## src/rtl/imem_cmd_loader.sv

```systemverilog
`timescale 1ns/1ps
`default_nettype none
// ============================================================================
// Module   : imem_cmd_loader
// Purpose  : Host byte-load command responder with big-endian word fetch port.
//            Optional byte readback when IMEM_CMD_READ_EN is defined.
// Revision : 1.0
// ============================================================================
module imem_cmd_loader #(
    parameter int DEPTH   = 64,
    parameter int WORD_AW = 4
) (
    input  logic               clk,
    input  logic               rst_n,
    input  logic [7:0]         cmd,
    input  logic               cmd_valid,
    input  logic [7:0]         address,
    input  logic [7:0]         data_in,
    output logic               cmd_done,
    output logic [7:0]         data_out,
    input  logic               start_signal,
    input  logic [WORD_AW-1:0] cpu_pc,
    output logic [31:0]        cpu_instr,
    output logic               busy
);

    localparam int          c_nwords    = DEPTH / 4;
    localparam int          c_midx      = (DEPTH > 1) ? $clog2(DEPTH) : 1;
    localparam int          c_widx      = (c_nwords > 1) ? $clog2(c_nwords) : 1;
    localparam logic [7:0]  c_cmd_write = 8'd2;
    localparam logic [31:0] c_nop_instr = 32'h0000_0013;

    typedef enum logic [1:0] {
        ST_IDLE = 2'd0,
        ST_EXEC = 2'd1,
        ST_DONE = 2'd2
    } state_t;

    state_t              state_q, state_d;
    logic [7:0]          cmd_q, addr_q, wdata_q;
    logic [7:0]          mem_q [DEPTH];
    logic [31:0]         instr_q, instr_d;

    logic                w_accept;
    logic                w_addr_ok;
    logic [c_midx-1:0]   w_midx;
    logic                w_we;
    logic [31:0]         w_pc_ext;
    logic                w_fetch_ok;
    logic [31:0]         w_words [c_nwords];

    assign w_accept  = (state_q == ST_IDLE) && cmd_valid;
    // Compare in 9 bits so DEPTH=256 is representable and high addresses never alias.
    assign w_addr_ok = ({1'b0, addr_q} < 9'(DEPTH));
    assign w_midx    = addr_q[c_midx-1:0];
    assign w_we      = (state_q == ST_EXEC) && (cmd_q == c_cmd_write)
                       && w_addr_ok && !start_signal;

    always_ff @(posedge clk or negedge rst_n) begin
        if (!rst_n) begin
            state_q <= ST_IDLE;
        end else begin
            state_q <= state_d;
        end
    end

    always_comb begin
        state_d = state_q;
        unique case (state_q)
            ST_IDLE: if (cmd_valid)  state_d = ST_EXEC;
            ST_EXEC:                 state_d = ST_DONE;
            ST_DONE: if (!cmd_valid) state_d = ST_IDLE;
            default:                 state_d = ST_IDLE;
        endcase
    end

    always_ff @(posedge clk or negedge rst_n) begin
        if (!rst_n) begin
            cmd_q   <= 8'h00;
            addr_q  <= 8'h00;
            wdata_q <= 8'h00;
        end else if (w_accept) begin
            cmd_q   <= cmd;
            addr_q  <= address;
            wdata_q <= data_in;
        end
    end

    always_ff @(posedge clk or negedge rst_n) begin
        if (!rst_n) begin
            for (int i = 0; i < DEPTH; i++) begin
                mem_q[i] <= 8'h00;
            end
        end else if (w_we) begin
            mem_q[w_midx] <= wdata_q;
        end
    end

    // Lowest byte address lands in the most significant byte of the word.
    for (genvar k = 0; k < c_nwords; k++) begin : g_word
        assign w_words[k] = {mem_q[4*k], mem_q[4*k+1], mem_q[4*k+2], mem_q[4*k+3]};
    end

    assign w_pc_ext   = 32'(cpu_pc);
    assign w_fetch_ok = (w_pc_ext < 32'(c_nwords));

    always_comb begin
        instr_d = c_nop_instr;
        if (w_fetch_ok) begin
            instr_d = w_words[cpu_pc[c_widx-1:0]];
        end
    end

    always_ff @(posedge clk or negedge rst_n) begin
        if (!rst_n) begin
            instr_q <= c_nop_instr;
        end else begin
            instr_q <= instr_d;
        end
    end

`ifdef IMEM_CMD_READ_EN
    localparam logic [7:0] c_cmd_read = 8'd1;

    logic [7:0] dout_q, dout_d;
    logic       w_re;

    assign w_re = (state_q == ST_EXEC) && (cmd_q == c_cmd_read);

    always_comb begin
        dout_d = dout_q;
        if (w_re) begin
            dout_d = w_addr_ok ? mem_q[w_midx] : 8'h00;
        end
    end

    always_ff @(posedge clk or negedge rst_n) begin
        if (!rst_n) begin
            dout_q <= 8'h00;
        end else begin
            dout_q <= dout_d;
        end
    end

    assign data_out = dout_q;
`else
    assign data_out = 8'h00;
`endif

    assign cmd_done  = (state_q == ST_DONE);
    assign busy      = (state_q != ST_IDLE);
    assign cpu_instr = instr_q;

endmodule
`default_nettype wire

```

## config.mk

```make
export PLATFORM = sky130hd
export DESIGN_NAME = imem_cmd_loader
export DESIGN_NICKNAME = d
export VERILOG_FILES = /design/src/rtl/imem_cmd_loader.sv
export SDC_FILE = /design/constraint.sdc
export NUM_CORES = 1
export LEC_CHECK = 0
export BUFFER_PORTS_ARGS = -buffer_cell sky130_fd_sc_hd__buf_2
export CAP_MARGIN = 10
export CORE_MARGIN = 2
export CORE_UTILIZATION = 25
export CTS_BUF_LIST = sky130_fd_sc_hd__clkbuf_16
export DETAILED_ROUTE_END_ITERATION = 7
export GPL_TIMING_DRIVEN = 0
export SYNTH_ARGS = -nofsm -noshare
export SYNTH_HDL_FRONTEND = slang
export SYNTH_SLANG_ARGS = --single-unit
export TNS_END_PERCENT = 100
```

## constraint.sdc

```tcl
create_clock -name clk -period 2.1 [get_ports clk]
set_input_delay 0.42 -clock clk [delete_from_list [all_inputs] [get_ports clk]]
set_output_delay 0.42 -clock clk [all_outputs]
set_load 0.01 [all_outputs]
```

==> results.tsv <==
metric	value	unit
run status	complete, but fails checks	
failing checks	setup timing	
WL per Instance	26.1	um
Layout Cell Area excl Fill	32100	um2
Combinational Power Share	0.201	
CTS clk-pin slew, worst paths	60	ps
DRC errors left	0	
Final Cycle Share	1.06	
Mapped Cells	1577	
Fill cells	9877	
mux cell area share after synthesis	0.350	
max-slew violation count	0	
Vias/cell	4.91	
initial cell density of the core	0.252	
Placement Cell Area	27800	um2
die width	324	um
Syn Std Cell Area	25600	um2
total placed cells including tap cells	3020	
I/O Pins	74	
final wirelength	83.6	mm
TritonCTS Buffers	58	
largest net degree at the start of global routing	121	
adder and majority gate portion of the synthesized area	0	
Synth Warn #	0	
Final Total Pwr	28.2	mW
Main synth FF type	dfrtp_1	
Max-Cap Viols	0	
worst ir drop on vdd	0.565	mV
worst-skew pair later-pin latency	650	ps
Compound-Gate Fraction of Synth Area	0.0191	
die footprint	105000	um2
unrepaired setup endpoints after global routing	yes	
critical path class	register to register	
sequential area share after synthesis	0.558	
port bufs	63	
Synth area leader	dfrtp_1	
Routability Congestion	0.859	
CTS tree	built	
post-synth top area share	0.555	
crit path capture type	register	
layout cells sized above 1	0.576	
Post-synth EDFFs	0	
remaining antenna violation count	0	
Root Driver	clkbuf_16	
Synth cell types	40	
DP HPWL	55.4	mm
Final Skew	41.1	ps
switch share	0.336	
Avg Cell Area, Syn	16.2	um2
P_sw	9.50	mW
Met1 Wirelength	35.2	mm
Critical Path Fanout Max	8	
Tot GR Track Use	0.158	
max layer used	met5	
final-report setup violation count	373	
Synth Area in Simple Gates	0.0502	
final hold vios	0	
Area growth syn-to-layout	25.8	%
Async SR Flop Fraction	1.00	
Cell Rows	117	
DRT Pass-1 Iters	5	
Max Root-Sink Buffers	3	
Hold Path Class	input pin to register	
routed length on met2	38.2	mm
DR iter-0 viols	1191	
Setup WS post-layout	-126	ps
clock power share	0.387	
Int Pwr	18.7	mW
vias	15682	
dpl ws	-1100	ps
PwrDens	878	nW/um2
Die H	324	um
Leak	15.1	nW
Post-Synth XOR/XNOR Area	0	
Worst Tran Pin Value	995	ps
fin crit period	2230	ps
initial antenna violation count	6	
vias in the first global route	16846	
area of the core	102000	um2
routed wl met3	6.18	mm
H-tree Lvls	2	
Synth Register Bits	570	
Seq pwr share	0.412	
clock sink count	570	
Synth area leaders	dfrtp_1 56%, mux2_2 23%, mux4_2 11%	
first-pass GRT wire length	120	mm
grt ovf	0	
Worst EP required	2590	ps
final std cells w/o fill	3197	
Worst Path Arrival	2720	ps
fin nets	1808	
Max Freq	0.449	GHz
largest family of logic cells by synthesized area	multiplexers	
Worst slew margin	0.336	
CP Launch Type	register	
cell usage after synthesis (5+ instances only):
cell	n
mux2_4	8
nor2_1	10
nand3_2	23
mux2_2	512
mux4_2	128
buf_1	5
buf_2	21
mux2_1	16
dfrtp_1	567
nor2b_1	8
nor3_4	33
buf_4	12
nand2_1	40
clkbuf_1	91
a22oi_1	64
nand3_1	5
worst paths after layout:
path	from	endpoint	slack (ps)	depth (start not counted)
worst max-delay path	cmd_q[0]$_DFFE_PN0P_	mem_q[489]$_DFFE_PN0P_	-130	5
worst min-delay path	address[7]	addr_q[7]$_DFFE_PN0P_	40	2
worst max register to register	cmd_q[0]$_DFFE_PN0P_	mem_q[489]$_DFFE_PN0P_	-130	5
worst min register to register	mem_q[384]$_DFFE_PN0P_	mem_q[384]$_DFFE_PN0P_	500	1
max in group asynchronous	rst_n	mem_q[81]$_DFFE_PN0P_	410	5
min in group asynchronous	rst_n	cpu_instr[4]$_DFF_PN1_	380	2
layout make-up:
cell class | count | area, um2 | area share
buffer | 124 | 687 | 0.0214
multi-input combinational | 883 | 11900 | 0.369
clock inverter | 50 | 509 | 0.0158
inverter | 1 | 3.75 | 0.000117
clock buffer | 59 | 1480 | 0.0459
sequential | 570 | 14300 | 0.444
antenna | 4 | 10.0 | 0.000311
tap | 1368 | 1710 | 0.0532
timing repair buffer | 138 | 1610 | 0.0500
logic make-up (layout without fill, tap and decap cells):
kind of cell           count (synthesis)  after routing
AOI/OAI and AO/OA                     65             65
buffers and inverters                131            372
other                                  1             12
and+or+nand+nor                      146            146
DFF                                  570            570
muxes                                664            664
layout by cell type (no fill, tap or decap), drive strengths merged, types with 2 or more instances in the layout:
master / Yosys / routed
nand4: 2 / 2
mux4: 128 / 128
nor3: 35 / 35
inv: 1 / 13
or2: 2 / 2
nand2b: 4 / 4
bufinv: 0 / 10
or3: 2 / 2
conb: 1 / 8
nor4: 3 / 3
diode: 0 / 4
buf: 39 / 164
nand3: 28 / 28
mux2: 536 / 536
and2: 2 / 2
nor4b: 3 / 3
and3: 2 / 2
nor2b: 8 / 8
dfstp: 3 / 3
nor2: 10 / 10
dfrtp: 567 / 567
clkdlybuf4s15: 0 / 3
a22oi: 64 / 64
clkinv: 0 / 27
nand2: 40 / 40
clkbuf: 91 / 153
through the flow:
step | hold WS, ps | util | TNS [ps]
final | 41.9 | 0.316 | -17060
after global routing | 25.7 | 0.316 | -45920
after CTS | 14.7 | 0.309 | -24070
after detailed placement | 384 | 0.273 | -314120
after global placement | 462 | 0.272 | -6265560
after floorplan | 124 | - | 0
sequential cells by signal, summed over array words and instances, names as in the netlist:
name       count
wdata_q        8
addr_q         8
cpu_instr     32
cmd_q          8
mem_q        512
state_q        2
layer usage:
layer	vias up	track usage
li1	6314	-
met1	8638	0.208
met2	545	0.247
met3	179	0.0408
met4	6	0.0676
met5	-	0
power by group through the flow:
stage	clock network [mW]	registers [mW]	logic [mW]
CTS	11.1	11.5	5.43
finish	10.9	11.6	5.68
floorplan	0	11.6	2.44
global placement	0	11.7	4.95
detailed placement	0	11.7	5.12
global route	11.6	11.7	5.86
worst max-delay path, stage by stage, from the launching register on:
cell,delay [ps]
dfrtp_1,410
nor4_4,420
nand4_1,290
buf_4,220
or3_4,460
mux2_2,310
what timing repair did:
item | in CTS | in global routing
pin swaps | 49 | 39
setup endpoints to repair | 561 | 603
resized for setup | 198 | 163
buffers inserted | 51 | 12
hold buffers | 2 | 0
hold endpoints to repair | 54 | 0
cloned | 1 | 4
Note: power is estimated with default switching activity, not from simulation.
